===== src/rtl/spi_v3_components_packet_serializer.sv =====
// spi_v3_components_packet_serializer: splits a wide packet into narrow val/rdy chunks with selectable order and length.
// Optional send_last output enabled by defining SPI_V3_SERIALIZER_LAST_EN.
module spi_v3_components_packet_serializer #(
    parameter int nbits_in = 32,
    parameter int nbits_out = 8,
    parameter bit MSB_FIRST = 1'b1,
    localparam int num_chunks = (nbits_in + nbits_out - 1) / nbits_out,
    localparam int len_bits = $clog2(num_chunks + 1)
) (
    input  logic                 clk,
    input  logic                 reset,
    input  logic                 recv_val,
    output logic                 recv_rdy,
    input  logic [nbits_in-1:0]  recv_msg,
    input  logic [len_bits-1:0]  recv_len,
    output logic                 send_val,
    input  logic                 send_rdy,
    output logic [nbits_out-1:0] send_msg,
    output logic                 busy
`ifdef SPI_V3_SERIALIZER_LAST_EN
    ,
    output logic                 send_last
`endif
);
    localparam int data_w = num_chunks * nbits_out;
    localparam logic [len_bits-1:0] full_len = len_bits'(num_chunks);

    typedef enum logic {IDLE, SEND} state_t;

    state_t              state, state_n;
    logic [data_w-1:0]   data, data_n;
    logic [len_bits-1:0] cnt, cnt_n, len, len_n, eff_len, idx;
    logic                last, accept;

    assign busy     = state == SEND;
    assign send_val = busy;
    assign last     = cnt == len - 1'b1;
    assign recv_rdy = ~busy | (last & send_rdy);
    assign accept   = recv_val & recv_rdy;
    assign eff_len  = (recv_len == '0 || recv_len > full_len) ? full_len : recv_len;
    assign idx      = MSB_FIRST ? len - 1'b1 - cnt : cnt;
    // Output comes only from registered state so no recv_* path reaches send_msg.
    assign send_msg = busy ? data[nbits_out*int'(idx) +: nbits_out] : '0;
`ifdef SPI_V3_SERIALIZER_LAST_EN
    assign send_last = busy & last;
`endif

    always_comb begin
        state_n = state;
        data_n  = data;
        cnt_n   = cnt;
        len_n   = len;
        if (accept) begin
            state_n = SEND;
            data_n  = data_w'(recv_msg);
            cnt_n   = '0;
            len_n   = eff_len;
        end else if (busy & send_rdy) begin
            state_n = last ? IDLE : SEND;
            cnt_n   = last ? '0 : cnt + 1'b1;
        end
    end

    always_ff @(posedge clk or posedge reset) begin
        if (reset) begin
            state <= IDLE;
            data  <= '0;
            cnt   <= '0;
            len   <= full_len;
        end else begin
            state <= state_n;
            data  <= data_n;
            cnt   <= cnt_n;
            len   <= len_n;
        end
    end
endmodule


===== config.mk =====
export PLATFORM = sky130hd
export DESIGN_NAME = spi_v3_components_packet_serializer
export DESIGN_NICKNAME = d
export VERILOG_FILES = /design/src/rtl/spi_v3_components_packet_serializer.sv
export SDC_FILE = /design/constraint.sdc
export NUM_CORES = 1
export LEC_CHECK = 0
export CORE_MARGIN = 1.5
export CORE_UTILIZATION = 51
export CTS_CLUSTER_DIAMETER = 120
export DETAILED_ROUTE_END_ITERATION = 6
export PLACE_DENSITY = 0.78
export SLEW_MARGIN = 10
export SYNTH_ARGS = -nofsm -noshare
export SYNTH_HDL_FRONTEND = slang
export SYNTH_SLANG_ARGS = --single-unit

===== constraint.sdc =====
create_clock -name clk -period 3.9 [get_ports clk]
set_input_delay 1.17 -clock clk [delete_from_list [all_inputs] [get_ports clk]]
set_output_delay 1.17 -clock clk [all_outputs]
set_load 0.01 [all_outputs]

* Word-level counts from Yosys, hierarchy flattened
Cells that the tools add are included.
** Storage, ports and cells
- Register bits after elaboration :: 39
- Latch bits :: 0
- RAM bits :: 0
- ROM bits :: 0
- Logic and storage cells :: 26
- Memories kept :: 0
** Cells by class
- Add/sub/neg operators :: 3
- $mul :: 0
- Div/mod/pow operators :: 0
- $lt $le $gt $ge :: 1
- Eq/ne operators :: 1
- Shift operators :: 1
- Mux-type cells :: 8
- Bitwise operators :: 5
- Reduce and logical (&&, ||, !) cells :: 3
** Operator list (count)
- indexed part select 32 x 7 -> 8 bit :: 1
- two-way mux 3 bit :: 4
- two-way mux 8 bit :: 1
- adder 3 x 1 -> 3 bit (second input constant) :: 1
- bitwise AND 1 bit :: 3
- equality test 3 bit :: 1
- > comparator 3 bit (second input constant) :: 1
- zero test 3 bit :: 1
- two-way mux 1 bit :: 3
- subtractor 3 x 1 -> 3 bit (second input constant) :: 1
- subtractor 3 bit :: 1
- nonzero test 2 bit :: 1
- logical OR 1 bit :: 1
- inverter 1 bit :: 1
- bitwise OR 1 bit :: 1

* Logic depth before layout (Yosys ltp)
Gate-level depths: netlist of the first run.
- Depth after elaboration :: 6
- Gate-level depth with buffers :: 9
- Mapped depth without buffers :: 8

* Worst setup path after synthesis of the first run
OpenSTA, ideal clock, no wires.
- Kind :: flip-flop to output port
- From :: register len[0]
- To :: output send_msg[5]
- Arrival time :: 2161 ps
- Data required time :: 2730 ps
- Slack :: 569 ps
- Cell stages (with the launch flop) :: 7
- Cells stage by stage :: dfrtp_1 -> inv_1 -> ha_1 -> fa_1 -> buf_1 -> mux4_2 -> nor2b_1
** On the way
- Longest elaborated chain between the ends :: 4
** Ends and longest elaborated chain
- start, declared :: RTL line 32 : logic [len_bits-1:0] cnt, cnt_n, len, len_n, eff_len, idx;
- start signal, assigned :: RTL line 69 : len <= full_len;
- start signal, assigned :: RTL line 74 : len <= len_n;
- subtractor 3 x 1 -> 3 bit :: RTL line 41 : assign idx = MSB_FIRST ? len - 1'b1 - cnt : cnt;
- subtractor 3 bit :: RTL line 41
- indexed part select 32 x 7 -> 8 bit :: RTL line 43 : assign send_msg = busy ? data[nbits_out*int'(idx) +: nbits_out] : '0;
- two-way mux 8 bit :: RTL line 43
- end, declared :: RTL line 18 : output logic [nbits_out-1:0] send_msg,
Every way passes these cells.

* Final worst setup path of the first run
- From :: register len[0]
- To :: output send_msg[6]
The elaborated chain is that of the path after synthesis.

==> results by stage, run 1 <==
Logic synthesis:
- The number of distinct standard cells referenced by the synthesized netlist is 32.
- Yosys printed 0 warnings.
- The number of storage elements in the synthesis netlist is 39.
- The total nets after synthesis is 264.
- For this run, the leading register cell type out of synthesis is sky130_fd_sc_hd__dfrtp_1.
- The count of flip-flops with a built-in enable after synthesis is 0.
- A synthesized cell averages 10.67 sq um.
- The share of the yosys chip area belonging to registers is 41.81%.
- Of all flip-flops after synthesis, the portion carrying an async set or reset was 100.0%.
- The netlist area before placement is 0.002337 sq mm.
- The post-synthesis cell count is 219.

STA:
- Dividing the final minimum period by the clock period gives 97.10%.
- At the pin with the least slew margin, the transition time is 0.6337 ns.
- The max-slew violation count is 0.
- The maximum clock rate is 0.2641 GHz.
- For the final database, setup skew stands at 0.009047 ns.
- Headroom to the max-slew limit came out at 57.61%.
- Summed over all failing endpoints, the final setup total negative slack is 0 ns.
- The number of hold violations in the final report came to 0.
- Setup repair after global routing left no endpoint under its margin.
- The setup violation total in the final timing report is 0.
- After layout, the minimum clock period comes to 3.787 ns.
- The worst setup slack after layout is 0.1130 ns.

Finish:
- The finished layout holds 319 standard cells, fillers aside.
- The most common cell after layout, fill and taps aside is sky130_fd_sc_hd__nand2_1.
- Cells fill 67.58% of the core in the end.
- The total inserted antenna cells is 0.
- The share of post-route cells with drive strength above 1 is 25.09%.
- The top cell types in the final layout, fill and taps aside, are sky130_fd_sc_hd__nand2_1 (74), sky130_fd_sc_hd__clkdlybuf4s50_1 (43), sky130_fd_sc_hd__dfrtp_1 (38), sky130_fd_sc_hd__o22ai_2 (31), sky130_fd_sc_hd__buf_4 (10).
- The total of fill cells in the finished design is 347.
- At the end of the flow, the number of nets in the layout was 312.
- Compared with the post-synthesis result, the final layout area differs by 26.77%.

Pwr:
- The final total power is 2.754 mW.
- For this design the ratio of total power to cell area is 929.6 mW/mm^2.
- IR analysis of the VDD net gives a maximum drop of 0.0004837 V.
- For this design the static power due to leakage is 1.340 nW.

Die:
- 50 I/O pins were placed.
- Once the floorplan was initialized, standard cells occupied 53.31% of the core.
- The initialized floorplan defines 24 standard-cell rows.
- The die width is 70.70 microns.
- The floorplan step set the die height to 70.70 microns.
- The total core area is 0.004384 sq mm.
- The die covers 0.004998 sq mm.

Global routing:
- The initial antenna violation count came to 0.
- Entering global routing, the biggest net connects 40 pins.
- For this run, the total global-route usage over all layers was measured as 21.79%.
- Global routing finished with a remaining overflow of 0.
- The via count of the first global-routing pass is 1771.
- The first global-routing pass estimated 8.528 mm of wire.

Route:
- The total DRC errors in the routed layout is 0.
- The aggregate routed wire length is 5.125 mm.
- The first-pass detailed-route iteration total is 4.
- The via-per-instance ratio is 5.602.
- Detailed routing inserted a total of 1787 vias.
- In this run, the number of DRC markers left after iteration 0 of detailed routing was 119.
- Dividing the detail-routed wire length by the instance count gives 16.07 microns.
- The antenna violation net count after detailed routing is 0.

Placed design:
- Routability-driven placement finished with a final weighted congestion of 0.8896.
- In this run the tool buffered the top-level ports with 49 buffer cells.
- The placed cell count is 310.
- OpenSTA, run right after detailed placement, puts the worst setup slack at 0.1805 ns.
- The HPWL reported at the end of detailed placement is 3.472 mm.

Clock network:
- The clock-pin transition on the worst setup and hold timing paths is 0.07 ns.
- The CTS tree is built.
- The count of clock tree sinks is 39.
- Buffers inserted during clock tree synthesis total 5.
- The H-tree was split into 2 levels.
- The later pin in the worst-skew pair is clocked with a latency of 0.29 ns.
- The library cell used as clock root buffer is sky130_fd_sc_hd__clkbuf_8.
- The hold-fix buffer count after cts is 0.
- The maximum buffer depth of the clock tree is 2.

Worst setup path:
- STA classifies the critical path startpoint as a register.
- Of all nets on the critical path, the largest fanout is 4.
- The length in cells of the worst reg-to-reg path is 5.
- STA classifies the critical path endpoint as an output port.
- The signal arrival time at the worst endpoint is 2.62 ns.
- The critical register-to-register path endpoint is data[29].
- Following the worst setup path forward leads to its endpoint at send_msg[6].
- By startpoint and endpoint, the worst setup path is classified as register to output port.
- Tracing the worst setup path back leads to its startpoint at len[0].
- The critical register-to-register path startpoint is cnt[0].
- The setup slack of the worst register-to-register path is 1.44 ns.
- The required time of the critical path is 2.73 ns.

Status:
- The run finished with clean final reports.

Worst hold path:
- In this run the worst hold path is classified as register to register.

Run:
- Max-cap violations in this run came to 0.
-- critical path: stages (launching register included) --
cell and delay (ns):
sky130_fd_sc_hd__dfrtp_1 0.40, sky130_fd_sc_hd__inv_1 0.10, sky130_fd_sc_hd__ha_4 0.21, sky130_fd_sc_hd__fa_2 0.58
sky130_fd_sc_hd__buf_4 0.13, sky130_fd_sc_hd__mux4_2 0.47, sky130_fd_sc_hd__nor2b_1 0.15, sky130_fd_sc_hd__dlygate4sd2_1 0.28
-- stage by stage --
stage | cell area (sq um) | hold WS [ns]
detailed placement | 2838 | 0.5218
floorplan | 2337 | 0.4846
finish | 2963 | 0.5479
global placement | 2838 | 0.5212
CTS | 2940 | 0.5502
global route | 2963 | 0.5708
-- registers in the layout (all words and copies together) (netlist names) --
| name | cells |
|---|---|
| data | 32 |
| busy | 1 |
| cnt | 3 |
| len | 3 |
-- cell type report --
cell class                 instances  area [sq um]  area share (%)
inverter                           7         26.28          0.8868
timing repair buffer              60         593.1           20.02
clock inverter                     1         5.005          0.1689
sequential                        39         977.2           32.98
tap                               52         65.06           2.196
clock buffer                       6         82.58           2.787
multi-input combinational        154          1214           40.96
-- cell usage after synthesis, types with 4 or more instances --
cell type                  number  share of area [%]
sky130_fd_sc_hd__mux4_2         8                7.7
sky130_fd_sc_hd__nand2b_1       4                1.1
sky130_fd_sc_hd__nor2b_1        8                2.1
sky130_fd_sc_hd__nand2_1       74                 12
sky130_fd_sc_hd__o22ai_2       31                 17
sky130_fd_sc_hd__dfrtp_1       38                 41
sky130_fd_sc_hd__ha_1           5                2.7
sky130_fd_sc_hd__inv_1          7                1.1
sky130_fd_sc_hd__clkbuf_1       9                1.4
-- per-layer routing --
layer	share of wire [%]	wire length [microns]	vias to the layer above	GRT usage, %
met5	0	0	-	0
met3	5.0	254	6	4.843
met2	48	2440	53	33.85
met4	1.3	65	0	8.595
li1	-	-	851	-
met1	46	2364	877	30.03
-- how the worst min path moves through the flow --
stage,startpoint,slack (ns),depth (start not counted),end
2_1_floorplan,cnt[0],0.48,1,cnt[0]
3_3_place_gp,data[29],0.52,2,data[29]
3_5_place_dp,data[29],0.52,2,data[29]
4_1_cts,data[6],0.55,2,data[6]
5_1_grt,data[25],0.57,2,data[25]
6_report,data[6],0.55,2,data[6]
-- cells by family (layout without fill, tap and decap cells) --
group | count (synthesis) | count (layout) | share of synthesized area (%)
adders and majority gates | 6 | 6 | 3.533
AOI/OAI and AO/OA | 41 | 41 | 19.75
xor gates and xnor gates | 1 | 1 | 1.070
DFF | 39 | 39 | 41.81
and+or+nand+nor | 96 | 96 | 18.26
buffers and inverters | 26 | 74 | 6.959
muxes | 10 | 10 | 8.619
-- power breakdown --
group	internal [mW]	switching (mW)	total, mW	leakage (nW)
Clock	0.139	0.136	0.275	0.0470
Combinational	0.944	0.811	1.75	0.809
Sequential	0.597	0.127	0.724	0.484
-- what timing repair did --
item,CTS,global route
setup endpoints to repair,6,7
buffers inserted,2,0
resized for setup,3,5
pin swaps,1,1
Note: power is estimated with default switching activity, not from simulation.
==> run 2, diff against run 1 <==
--- a/config.mk
+++ b/config.mk
@@ -8,7 +8,9 @@
 export CORE_MARGIN = 1.5
 export CORE_UTILIZATION = 51
 export CTS_CLUSTER_DIAMETER = 120
+export CTS_CLUSTER_SIZE = 16
 export DETAILED_ROUTE_END_ITERATION = 6
+export GPL_ROUTABILITY_DRIVEN = 0
 export PLACE_DENSITY = 0.78
 export SLEW_MARGIN = 10
 export SYNTH_ARGS = -nofsm -noshare
==> results of run 2 <==
The final DEF is identical to that of run 1; final timing and power are the same.
